<file path="src/rtl/game_tick_pkg.sv">
// ----------------------------------------------------------------------------
// game_tick_pkg
// Shared types and constants for the game-tick sink.
//   tick_state_t : sink state (IDLE, RUN, DRAIN)
//   EDGE_RISING  : only rising edges of the tick level are ticks
//   EDGE_BOTH    : every level change of the tick line is a tick
// ----------------------------------------------------------------------------
package game_tick_pkg;

    typedef enum logic [1:0] {
        IDLE  = 2'd0,
        RUN   = 2'd1,
        DRAIN = 2'd2
    } tick_state_t;

    localparam int EDGE_RISING = 0;
    localparam int EDGE_BOTH   = 1;

endpackage : game_tick_pkg

</file>
<file path="src/rtl/tick_edge_det.sv">
// ----------------------------------------------------------------------------
// tick_edge_det
// Turns the divided tick level into a one-cycle edge strobe.
// Ports:
//   i_clk   : system clock
//   i_level : tick level, same clock domain, registered at its source
//   o_edge  : combinational edge strobe (rising only, or both, by EDGE_MODE)
// ----------------------------------------------------------------------------
module tick_edge_det
    import game_tick_pkg::*;
#(
    parameter int EDGE_MODE = EDGE_RISING
) (
    input  logic i_clk,
    input  logic i_level,
    output logic o_edge
);

    logic r_prev_level;

    // There is deliberately no reset here: reset must load the live level so
    // the first edge after release is a genuine level change, and that is
    // exactly what the normal every-cycle update already does.
    // NOTE: registers are written with <= so every flop samples pre-edge values.
    always_ff @(posedge i_clk) begin
        r_prev_level <= i_level;
    end

    assign o_edge = (EDGE_MODE == EDGE_BOTH) ? (i_level ^ r_prev_level)
                                             : (i_level & ~r_prev_level);

endmodule : tick_edge_det

</file>
<file path="src/rtl/game_tick_sink.sv">
// ----------------------------------------------------------------------------
// game_tick_sink
// Consumer end of the divided game-tick line. Converts tick level changes
// into tick tokens delivered over valid/ready, buffering them in a
// saturating pending counter, flagging overrun, counting delivered ticks and
// raising a watchdog flag when the tick line stops toggling.
// Ports:
//   i_clk, i_rst    : clock, synchronous active-high reset
//   i_tick_in       : divided tick level
//   i_enable        : 1 = accept ticks, 0 = stop accepting and drain
//   i_tick_ready    : game logic accepts a tick this cycle
//   i_clr_overrun   : one-cycle pulse clearing the overrun flag
//   o_tick_valid    : a tick is pending and deliverable
//   o_pending       : buffered tick count
//   o_tick_cnt      : delivered ticks, wraps silently
//   o_overrun       : sticky, a tick was dropped at saturation
//   o_stalled       : watchdog expired
//   o_busy          : state is not IDLE
// ----------------------------------------------------------------------------
module game_tick_sink
    import game_tick_pkg::*;
#(
    parameter int EDGE_MODE    = EDGE_RISING,
    parameter int MAX_PENDING  = 3,
    parameter int PEND_BITS    = 4,
    parameter int CNT_BITS     = 16,
    parameter int STALL_CYCLES = 40000000,
    parameter int STALL_BITS   = 26
) (
    input  logic                 i_clk,
    input  logic                 i_rst,
    input  logic                 i_tick_in,
    input  logic                 i_enable,
    input  logic                 i_tick_ready,
    input  logic                 i_clr_overrun,
    output logic                 o_tick_valid,
    output logic [PEND_BITS-1:0] o_pending,
    output logic [CNT_BITS-1:0]  o_tick_cnt,
    output logic                 o_overrun,
    output logic                 o_stalled,
    output logic                 o_busy
);

    localparam logic [PEND_BITS-1:0]  PEND_MAX = PEND_BITS'(MAX_PENDING);
    localparam logic [STALL_BITS-1:0] WD_LIMIT = STALL_BITS'(STALL_CYCLES);

    tick_state_t           r_state, w_state_nxt;
    logic [PEND_BITS-1:0]  r_pending, w_pending_nxt;
    logic [STALL_BITS-1:0] r_watchdog, w_watchdog_nxt;
    logic [CNT_BITS-1:0]   r_tick_cnt;
    logic                  r_tick_valid, r_overrun, r_stalled, r_busy;
    logic                  w_edge, w_xfer, w_accept, w_drop;

    tick_edge_det #(
        .EDGE_MODE (EDGE_MODE)
    ) u_edge_det (
        .i_clk   (i_clk),
        .i_level (i_tick_in),
        .o_edge  (w_edge)
    );

    assign w_xfer   = r_tick_valid & i_tick_ready;
    assign w_accept = (r_state == RUN) & i_enable & w_edge;
    // A transfer in the same cycle frees a slot, so only a full buffer with
    // no outgoing tick loses the incoming one.
    assign w_drop   = w_accept & ~w_xfer & (r_pending == PEND_MAX);

    // NOTE: every signal written here gets a default first, so no latches.
    always_comb begin
        w_pending_nxt = r_pending;
        unique case ({w_accept & ~w_drop, w_xfer})
            2'b10:   w_pending_nxt = r_pending + 1'b1;
            2'b01:   w_pending_nxt = r_pending - 1'b1;
            default: w_pending_nxt = r_pending;
        endcase

        // Exit decisions look at the post-transfer count, so the last
        // delivered tick moves straight to IDLE.
        w_state_nxt = r_state;
        unique case (r_state)
            IDLE:  if (i_enable) w_state_nxt = RUN;
            RUN:   if (!i_enable) w_state_nxt = (w_pending_nxt != '0) ? DRAIN : IDLE;
            DRAIN: begin
                if (i_enable)                 w_state_nxt = RUN;
                else if (w_pending_nxt == '0) w_state_nxt = IDLE;
            end
            default: w_state_nxt = IDLE;
        endcase

        if (w_state_nxt == IDLE) w_pending_nxt = '0;

        // The watchdog only runs while staying in RUN; any raw edge restarts it.
        w_watchdog_nxt = '0;
        if (r_state == RUN && w_state_nxt == RUN) begin
            if (w_edge)                     w_watchdog_nxt = '0;
            else if (r_watchdog != WD_LIMIT) w_watchdog_nxt = r_watchdog + 1'b1;
            else                            w_watchdog_nxt = r_watchdog;
        end
    end

    always_ff @(posedge i_clk) begin
        if (i_rst) r_state <= IDLE;
        else       r_state <= w_state_nxt;
    end

    // Flags are registered from next-state values so they line up with the
    // state and counters they describe.
    always_ff @(posedge i_clk) begin
        if (i_rst) begin
            r_pending    <= '0;
            r_watchdog   <= '0;
            r_tick_cnt   <= '0;
            r_tick_valid <= 1'b0;
            r_overrun    <= 1'b0;
            r_stalled    <= 1'b0;
            r_busy       <= 1'b0;
        end else begin
            r_pending    <= w_pending_nxt;
            r_watchdog   <= w_watchdog_nxt;
            r_tick_valid <= (w_pending_nxt != '0) && (w_state_nxt != IDLE);
            r_stalled    <= (w_watchdog_nxt == WD_LIMIT);
            r_busy       <= (w_state_nxt != IDLE);
            if (w_xfer) r_tick_cnt <= r_tick_cnt + 1'b1;
            // A drop in the same cycle as a clear leaves the flag set.
            if (w_drop)             r_overrun <= 1'b1;
            else if (i_clr_overrun) r_overrun <= 1'b0;
        end
    end

    assign o_tick_valid = r_tick_valid;
    assign o_pending    = r_pending;
    assign o_tick_cnt   = r_tick_cnt;
    assign o_overrun    = r_overrun;
    assign o_stalled    = r_stalled;
    assign o_busy       = r_busy;

endmodule : game_tick_sink

</file>
<file path="config.mk">
export PLATFORM = sky130hd
export DESIGN_NAME = game_tick_sink
export DESIGN_NICKNAME = d
export VERILOG_FILES = /design/src/rtl/game_tick_pkg.sv /design/src/rtl/tick_edge_det.sv /design/src/rtl/game_tick_sink.sv
export SDC_FILE = /design/constraint.sdc
export NUM_CORES = 1
export LEC_CHECK = 0
export BUFFER_PORTS_ARGS = -buffer_cell sky130_fd_sc_hd__buf_2
export CAP_MARGIN = 20
export CORE_MARGIN = 10
export CORE_UTILIZATION = 53
export DETAILED_ROUTE_END_ITERATION = 8
export PLACE_DENSITY = 0.82
export SLEW_MARGIN = 15
export SYNTH_ARGS = -nofsm -noshare
export SYNTH_HDL_FRONTEND = slang
export SYNTH_SLANG_ARGS = --single-unit
</file>
<file path="constraint.sdc">
create_clock -name i_clk -period 4.7 [get_ports i_clk]
set_clock_uncertainty 0.05 [all_clocks]
set_input_delay 0.94 -clock i_clk [delete_from_list [all_inputs] [get_ports i_clk]]
set_output_delay 0.94 -clock i_clk [all_outputs]
set_load 0.05 [all_outputs]
</file>
==> results of run 1 <==
==> routing by layer <==
metal  vias to the layer above  routed length, um  global-route usage [%]
li1                       1132                  -                       -
met4                         0                104                    5.09
met1                      1027               2550                    16.2
met5                         -                  0                       0
met2                        41               2670                    21.6
met3                        10                185                    3.05
==> where the power goes <==
group | switching [mW] | internal (mW) | total [mW]
Clock | 0.143 | 0.103 | 0.246
Sequential | 0.00288 | 0.452 | 0.455
Combinational | 0.0218 | 0.00970 | 0.0315
==> how the worst max path moves through the flow <==
stage	startpoint	slack (ns)	endpoint	depth (start not counted)
after detailed placement	i_enable	1.43	r_state[1]	9
after CTS	i_enable	1.74	r_state[1]	9
after global placement	i_enable	1.62	r_state[1]	9
final	i_enable	1.70	r_state[1]	9
after floorplan	i_tick_ready	1.77	r_state[1]	9
after global routing	i_enable	1.54	r_state[1]	9
==> flip-flops by register name, summed over array words and instances (netlist names) <==
signal                   cells
r_watchdog                  26
o_pending                    4
o_tick_cnt                  16
u_edge_det.r_prev_level      1
o_tick_valid                 1
o_overrun                    1
o_busy                       1
r_state                      2
o_stalled                    1
==> cell type report <==
class	instances	area, um2	share of cell area [%]
Multi-Input combinational cell	243	1520	52.0
Inverter	8	30.0	1.03
Tap cell	67	83.8	2.87
Clock inverter	2	13.8	0.471
Sequential cell	53	1060	36.3
Timing Repair Buffer	29	145	4.97
Clock buffer	5	68.8	2.36
==> critical path, cell delays in order <==
cell       delay, ns
buf_2           0.13
nand3b_1        0.15
o21ai_0         0.52
xnor2_1         0.13
ha_1            0.22
o32ai_1         0.40
xnor2_1         0.14
and2_1          0.19
a2111oi_2       0.34
==> Yosys cell counts (2+ instances only) <==
cell type / count / area share [%]
nor2_1: 49 / 6.9
nand2_1: 27 / 3.8
dfxtp_1: 53 / 40
inv_1: 8 / 1.1
xnor2_1: 19 / 6.2
nor2b_1: 3 / 0.70
clkbuf_1: 8 / 1.1
and2_1: 4 / 0.94
a31oi_1: 2 / 0.47
nand4_1: 10 / 2.3
mux2i_1: 4 / 1.5
nor3_1: 8 / 1.5
nand2b_1: 6 / 1.4
ha_1: 4 / 1.9
o31ai_1: 2 / 0.56
buf_2: 5 / 0.94
xor2_1: 20 / 6.6
and3_1: 4 / 0.94
o211ai_1: 3 / 0.84
nand3_1: 12 / 2.3
or3_1: 12 / 2.8
nor4b_1: 5 / 1.6
a21oi_1: 16 / 3.0
nor4_1: 2 / 0.47
nor3_2: 2 / 0.75
o21ai_0: 12 / 2.3
==> kinds of logic after synthesis <==
| kind of cell | Yosys count |
|---|---|
| AO/OA/AOI/OAI | 41 |
| buffers and inverters | 22 |
| multiplexers | 5 |
| AND/OR/NAND/NOR | 154 |
| adder cells (fa/ha/maj) | 4 |
| flip-flops | 53 |
| XOR/XNOR | 39 |
==> stage by stage <==
stage          total power [mW]  hold WS, ns  setup WS [ns]  instance area, um2
2_1_floorplan             0.488        0.440           1.77                2670
3_3_place_gp              0.495        0.411           1.62                2840
3_5_place_dp              0.497        0.446           1.43                2840
4_1_cts                   0.741        0.459           1.74                2920
5_1_grt                   0.761        0.494           1.54                2920
6_report                  0.732        0.453           1.70                2920
==> results.sh, run 1 <==
export IMPL_status="finished, final reports clean"
export IMPL_initial_core_util_pct=55.4
export IMPL_drtPass1Iterations=4
export IMPL_vias=2210
export IMPL_hp_start="o_overrun"
export IMPL_end_kind="flip-flop"
export IMPL_cts_tree="yes"
export IMPL_drt_wl_total_um=5510
export IMPL_grt_max_degree=28
export IMPL_cap_violations=0
export IMPL_worstPathRequired_ns=4.86
export IMPL_min_to="o_overrun"
export IMPL_io_pin_count=30
export IMPL_die_h_um=91.0
export IMPL_cts_hold_repair_buffers=0
export IMPL_cts_max_level=2
export IMPL_antenna_cells=0
export IMPL_mostFrequentLayoutCells="53 x dfxtp_1, 49 x nor2_1, 29 x buf_2, 27 x nand2_1, 20 x xor2_1"
export IMPL_grt_first_pass_wirelength_um=9370
export IMPL_timing_final_crit_share_pct=63.9
export IMPL_worst_slew_pin_transition_ns=0.921
export IMPL_cts_resized=0
export IMPL_hp_class="reg2reg"
export IMPL_postCtsSetupBuffers=0
export IMPL_ant_nets=0
export IMPL_ys_flop_type="dfxtp_1"
export IMPL_syn_avg_cell_area_um2=8.39
export IMPL_ys_seq_area_share_pct=39.8
export IMPL_synth_xor_area_share_pct=12.8
export IMPL_finalCriticalPeriod_ns=3.00
export IMPL_first_iter_violations=164
export IMPL_postSynthCellCount=318
export IMPL_grt_use_total_pct=13.1
export IMPL_reg2reg_slack_ns=2.03
export IMPL_final_cell_count_no_fill=407
export IMPL_final_setup_viol_count=0
export IMPL_fillCellCount=440
export IMPL_die_area_um2=8270
export IMPL_hpwl_um=4060
export IMPL_synth_top_family_by_area="simple AND/OR/NAND/NOR gates"
export IMPL_drive_gt1_share_pct=13.8
export IMPL_cts_buffers=5
export IMPL_yosys_area_share_adder_pct=1.88
export IMPL_fp_dieW_um=91.0
export IMPL_worstSetupStartpointType="primary input"
export IMPL_synthMuxAreaShare_pct=1.92
export IMPL_report_final_slew_viol_count=0
export IMPL_p_per_area_nw_per_um2=251
export IMPL_num_rows=25
export IMPL_max_freq_ghz=0.333
export IMPL_synth_fp_nets=328
export IMPL_port_buffers=29
export IMPL_synth_cell_types=44
export IMPL_clk_pin_slew_ns=0.09
export IMPL_synth_edf_count=0
export IMPL_final_core_util_pct=60.6
export IMPL_rsz0062_at_grt="no"
export IMPL_routabilityCongestion=0.878
export IMPL_yosys_area_share_simple_pct=31.1
export IMPL_cts_root_buf="clkbuf_8"
export IMPL_worstSetupPathType="in2reg"
export IMPL_min_path_cells=2
export IMPL_post_drt_wl_per_cell_um=13.5
export IMPL_synth_compound_area_share_pct=9.24
export IMPL_grt_pass1_vias=2083
export IMPL_grt_ovfl_total=0
export IMPL_drc_errors=0
export IMPL_fp_coreArea_um2=4820
export IMPL_rr_startpoint="r_state[1]"
export IMPL_area_delta_synth_final_pct=9.47
export IMPL_antenna_found_initial=0
export IMPL_leakagePower_nw=1.06
export IMPL_r2r_end="r_state[1]"
export IMPL_cp_max_fo=5
export IMPL_async_reset_ff_share_pct=0
export IMPL_fin_setup_tns_ns=0
export IMPL_dp_cells=400
export IMPL_timing_final_hold_violations=0
export IMPL_clock_sinks=53
export IMPL_layout_nets=350
export IMPL_ys_warnings_count=0
export IMPL_peakVddDrop_uv=183
export IMPL_reg2reg_depth=8
export IMPL_insertion_delay_ns=0.30
export IMPL_ys_ff_latch=53
export IMPL_cp_arrival_ns=3.16
export IMPL_relSlewSlack_pct=38.6
export IMPL_clk_path_buf_depth=2
export IMPL_vias_per_cell=5.43
export IMPL_syn_cell_area_um2=2670
export IMPL_layout_commonest_cell="dfxtp_1"
No activity file was read; power rests on OpenSTA's default activity.
==> run 2, diff against run 1 <==
ABC_AREA = 1   (was default)
PLACE_DENSITY = 0.84   (was 0.82)
clock period = 2.6 ns   (was 4.7 ns; I/O delays follow)
==> results.sh, run 2 <==
export IMPL_postSynthCellCount=475
export IMPL_cp_max_fo=6
export IMPL_peakVddDrop_uv=363
export IMPL_p_per_area_nw_per_um2=395
export IMPL_drc_errors=0
export IMPL_hpwl_um=5690
export IMPL_ys_flop_type="dfxtp_1"
export IMPL_hold_slack_ns=0.272
export IMPL_grt_use_total_pct=15.3
export IMPL_finalCriticalPeriod_ns=2.20
export IMPL_ant_nets=0
export IMPL_antenna_found_initial=0
export IMPL_dp_cells=573
export IMPL_fin_setup_tns_ns=0
export IMPL_syn_avg_cell_area_um2=6.61
export IMPL_cp_arrival_ns=2.36
export IMPL_final_core_util_pct=61.3
export IMPL_timing_final_ws_setup_ns=0.398
export IMPL_layout_commonest_cell="nand2_1"
export IMPL_synth_top_cell_area_share_pct=33.8
export IMPL_synth_fp_nets=485
export IMPL_clock_sinks=53
export IMPL_end_kind="flip-flop"
export IMPL_p_comb_share_pct=5.2
export IMPL_timing_final_hold_violations=0
export IMPL_worstPathRequired_ns=2.76
export IMPL_largest_reg_flops=26
export IMPL_die_h_um=97.0
export IMPL_leakagePower_nw=1.40
export IMPL_synth_cell_types=35
export IMPL_power_total_mw=1.37
export IMPL_cts_tree="yes"
export IMPL_ys_warnings_count=0
export IMPL_first_iter_violations=198
export IMPL_grt_ovfl_total=0
export IMPL_num_rows=27
export IMPL_report_final_slew_viol_count=0
export IMPL_cts_root_buf="clkbuf_8"
export IMPL_yosysMostFrequentCell="nand2_1"
export IMPL_clock_power_share_pct=34.7
export IMPL_reg2reg_slack_ns=0.40
export IMPL_layout_nets=518
export IMPL_syn_cell_area_um2=3140
export IMPL_placed_cell_area_um2=3370
export IMPL_routabilityCongestion=0.939
export IMPL_initial_core_util_pct=55.6
export IMPL_ys_ff_latch=53
export IMPL_port_buffers=29
export IMPL_status="finished, final reports clean"
export IMPL_final_setup_viol_count=0
export IMPL_clk_pin_slew_ns=0.10
export IMPL_ys_top_cells_by_count="105 x nand2_1, 82 x nor2_1, 64 x inv_1"
export IMPL_die_area_um2=9400
export IMPL_crit_path_start="r_state[0]"
export IMPL_regMostFlops="r_watchdog"
export IMPL_swShare_pct=24.9
export IMPL_postCtsSetupBuffers=0
export IMPL_max_freq_ghz=0.454
export IMPL_grt_pass1_vias=2876
export IMPL_drtPass1Iterations=5
export IMPL_worst_slew_pin_transition_ns=0.440
export IMPL_grt_max_degree=27
export IMPL_clk_path_buf_depth=2
export IMPL_cts_hold_repair_buffers=0
export IMPL_post_drt_wl_per_cell_um=12.7
export IMPL_relSlewSlack_pct=70.4
export IMPL_async_reset_ff_share_pct=0
export IMPL_p_int_mw=1.03
export IMPL_yosysTopAreaCell="dfxtp_1"
export IMPL_power_frac_seq_pct=60.1
export IMPL_cap_violations=0
export IMPL_drive_gt1_share_pct=16.9
export IMPL_cts_max_level=2
export IMPL_drt_wl_total_um=7360
export IMPL_vias_per_cell=5.21
export IMPL_grt_first_pass_wirelength_um=12500
export IMPL_rsz0062_at_grt="no"
export IMPL_fp_coreArea_um2=5640
export IMPL_cts_resized=0
export IMPL_worstSetupStartpointType="flip-flop"
export IMPL_mostFrequentLayoutCells="105 x nand2_1, 82 x nor2_1, 64 x inv_1, 53 x dfxtp_1, 37 x nand3_1"
export IMPL_area_delta_synth_final_pct=10.1
export IMPL_cts_buffers=5
export IMPL_fp_dieW_um=97.0
export IMPL_insertion_delay_ns=0.31
export IMPL_ys_seq_area_share_pct=33.8
export IMPL_final_cell_count_no_fill=581
export IMPL_rr_startpoint="r_state[0]"
export IMPL_timing_final_crit_share_pct=84.7
export IMPL_vias=3029
export IMPL_synthTopCellsByArea="dfxtp_1 34%, nand2_1 13%, nor2_1 9.8%"
export IMPL_hp_class="in2reg"
export IMPL_io_pin_count=30
export IMPL_synth_edf_count=0
export IMPL_p_switching_mw=0.339
export IMPL_dpl_worst_slack_ns=0.168
export IMPL_worstSetupPathType="reg2reg"
export IMPL_hp_start="i_tick_in"
export IMPL_stdcell_area_um2=3460
export IMPL_antenna_cells=0
## run 2: routing by layer
metal / track usage [%] / routed length, um / vias up
li1: - / - / 1566
met4: 4.74 / 121 / 0
met3: 3.62 / 407 / 12
met5: 0 / 0 / -
met1: 18.4 / 3350 / 1364
met2: 26.0 / 3480 / 87
## run 2: power by group through the flow
| stage | Combinational, mW | Sequential (mW) | Clock [mW] |
|---|---|---|---|
| 2_1_floorplan | 0.0410 | 0.849 | 0 |
| 3_3_place_gp | 0.0681 | 0.839 | 0 |
| 3_5_place_dp | 0.0704 | 0.839 | 0 |
| 4_1_cts | 0.0709 | 0.820 | 0.479 |
| 5_1_grt | 0.0791 | 0.821 | 0.507 |
| 6_report | 0.0708 | 0.821 | 0.474 |
## run 2: cell families after synthesis
family                   synth area share (%)
AND/OR/NAND/NOR                          45.2
buffers and inverters                    8.89
flip-flops                               33.8
AO/OA/AOI/OAI                            7.02
XOR/XNOR                                 3.55
adder cells (fa/ha/maj)                  1.59
## run 2: cell type report
class,count,area (um2)
fillers,508,2180
clock inverters,2,15.0
flip-flops and latches,53,1060
clock buffers,6,72.6
repair buffers,31,160
multi-input cells,348,1800
inverters,69,259
well taps,72,90.1
## run 2: path summary, 6_finish.rpt
check,end,cells after the start
hold / removal,u_edge_det.r_prev_level,1
setup / recovery,o_pending[0],16
hold reg to reg,o_tick_cnt[14],2
setup reg to reg,o_pending[0],16
## run 2: worst max-delay path, stage by stage, from the launching register on
cell,delay (ns)
dfxtp_1,0.38
nand2_1,0.10
nor2_4,0.14
nand2_2,0.10
nand2_2,0.12
nand2_1,0.08
nand2_1,0.08
inv_1,0.05
ha_1,0.26
inv_1,0.05
nand2_1,0.05
o21ai_1,0.13
nand2_1,0.08
nor2_1,0.11
nand3_1,0.12
nand2_2,0.12
a21oi_1,0.08
==> run 3, diff against run 2 <==
PLACE_DENSITY = 0.82   (was 0.84)
clock period = 2.05 ns   (was 2.6 ns; I/O delays follow)
==> results.sh, run 3 (synthesis gave the netlist of run 2 again) <==
export IMPL_antenna_found_initial=0
export IMPL_layout_nets=539
export IMPL_critPathBufInv=3
export IMPL_die_area_um2=9400
export IMPL_clock_sinks=53
export IMPL_clk_pin_slew_ns=0.09
export IMPL_worstSetupPathType="reg2reg"
export IMPL_dpl_worst_slack_ns=-0.142
export IMPL_status="finished, final reports clean"
export IMPL_first_iter_violations=187
export IMPL_cts_buffers=5
export IMPL_final_core_util_pct=67.6
export IMPL_fp_coreArea_um2=5640
export IMPL_timing_final_ws_setup_ns=0.0228
export IMPL_relSlewSlack_pct=60.5
export IMPL_report_final_slew_viol_count=0
export IMPL_grt_max_degree=27
export IMPL_peakVddDrop_uv=346
export IMPL_drc_errors=0
export IMPL_cp_cell_sequence="nand2_2, nor2_4, nand2_2, nand2_2, nand2_2, nand2_2, inv_2, ha_4, inv_2, nand2_2, inv_1, nand2_1, nand3_2, nand2_2, nor2_2, nand3_2, nand2_4, a21oi_2"
export IMPL_leakagePower_nw=1.59
export IMPL_area_delta_synth_final_pct=21.4
export IMPL_cp_max_fo=6
export IMPL_vias_per_cell=5.35
export IMPL_initial_core_util_pct=55.6
export IMPL_rsz0062_at_grt="yes"
export IMPL_p_per_area_nw_per_um2=525
export IMPL_drt_wl_total_um=8110
export IMPL_worstPathRequired_ns=2.18
export IMPL_hp_class="in2reg"
export IMPL_end_kind="flip-flop"
export IMPL_antenna_cells=0
export IMPL_post_drt_wl_per_cell_um=13.5
export IMPL_regMostFlops="r_watchdog"
export IMPL_largest_reg_flops=26
export IMPL_drtPass1Iterations=6
export IMPL_cts_tree="yes"
export IMPL_max_stage_delay_ns=0.37
export IMPL_grt_first_pass_wirelength_um=13100
export IMPL_routabilityCongestion=0.938
export IMPL_die_h_um=97.0
export IMPL_mostFrequentLayoutCells="97 x nand2_1, 80 x nor2_1, 61 x inv_1, 42 x dfxtp_1, 33 x nand3_1"
export IMPL_num_rows=27
export IMPL_grt_ovfl_total=0
export IMPL_cts_max_level=2
export IMPL_grt_pass1_vias=2972
export IMPL_insertion_delay_ns=0.31
export IMPL_fp_dieW_um=97.0
export IMPL_cts_root_buf="clkbuf_8"
export IMPL_cap_violations=0
export IMPL_hpwl_um=6050
export IMPL_worstSetupStartpointType="flip-flop"
export IMPL_vias=3223
export IMPL_clk_path_buf_depth=2
export IMPL_layout_commonest_cell="nand2_1"
export IMPL_finalCriticalPeriod_ns=2.03
export IMPL_timing_final_hold_violations=0
export IMPL_worst_slew_pin_transition_ns=0.587
export IMPL_cp_arrival_ns=2.16
export IMPL_drive_gt1_share_pct=27.7
export IMPL_ant_nets=0
export IMPL_critPathTopFamily="simple AND/OR/NAND/NOR gates"
export IMPL_final_setup_viol_count=0
export IMPL_port_buffers=29
export IMPL_grt_use_total_pct=15.8
export IMPL_critPathSlowestCell="dfxtp_2"
export IMPL_cts_hold_repair_buffers=0
export IMPL_hold_slack_ns=0.192
export IMPL_timing_final_crit_share_pct=98.9
export IMPL_max_freq_ghz=0.493
export IMPL_io_pin_count=30
export IMPL_cp_common_cell="nand2_2"
run 3: changes by cell type in the layout (fill, tap and decap cells not counted), moves of 3 or more:
| cell | change |
|---|---|
| buf_4 | +21 |
| dfxtp_1 | -11 |
| dfxtp_2 | +10 |
| nand2_1 | -8 |
| nand2_2 | +7 |
| a21oi_1 | -4 |
| a21oi_2 | +4 |
| nand3_1 | -4 |
| inv_1 | -3 |
| inv_2 | +3 |
| nand3_2 | +3 |
run 3: power breakdown:
part           total, mW  internal [mW]  switching [mW]
clock              0.840          0.485           0.355
sequential          1.04           1.04         0.00669
combinational      0.119         0.0395          0.0791
total               2.00           1.56           0.441
run 3: worst paths after layout:
path | start | end | slack, ns | cells after the start
worst max-delay path | r_state[0] | o_pending[1] | 0.02 | 18
worst min-delay path | i_tick_in | u_edge_det.r_prev_level | 0.19 | 1
worst max register to register | r_state[0] | o_pending[1] | 0.02 | 18
worst min register to register | o_tick_cnt[7] | o_tick_cnt[7] | 0.46 | 2
run 3: final cells by class:
cell class / count / area (um2)
sequential: 53 / 1080
inverter: 69 / 259
clock buffer: 5 / 68.8
tap: 72 / 90.1
timing repair buffer: 52 / 318
fill: 481 / 1830
clock inverter: 3 / 65.1
multi-input combinational: 348 / 1930
run 3: stage by stage:
stage	cells	area (um2)	TNS, ns	power (mW)
after floorplan	475	3150	0	1.13
after global placement	586	3470	-0.0853	1.16
after detailed placement	586	3470	-0.818	1.17
after CTS	594	3610	0	1.99
after global routing	602	3810	-0.412	2.06
final	602	3810	0	2.00
run 3: worst reg2reg max path, cell delays in order, from the launching register on:
cell and delay, ns:
dfxtp_2 0.37, nand2_2 0.07, nor2_4 0.11, nand2_2 0.10, nand2_2 0.09, nand2_2 0.07, nand2_2 0.09, inv_2 0.05
ha_4 0.15, inv_2 0.04, nand2_2 0.04, inv_1 0.05, nand2_1 0.05, nand3_2 0.06, nand2_2 0.06, nor2_2 0.12
nand3_2 0.10, nand2_4 0.13, a21oi_2 0.08
run 3: what timing repair did:
action                     CTS  global route
setup buffers                0             8
setup endpoints to repair    5            10
resized for setup            1            40
pin swaps                    0            14
run 3: metal layers:
metal / vias to the layer above / track usage (%) / part of all wire, %
met1: 1514 / 18.7 / 44
met3: 12 / 3.12 / 4.7
met5: - / 0 / 0
met2: 80 / 28.5 / 50
met4: 0 / 3.38 / 1.3
li1: 1617 / - / -
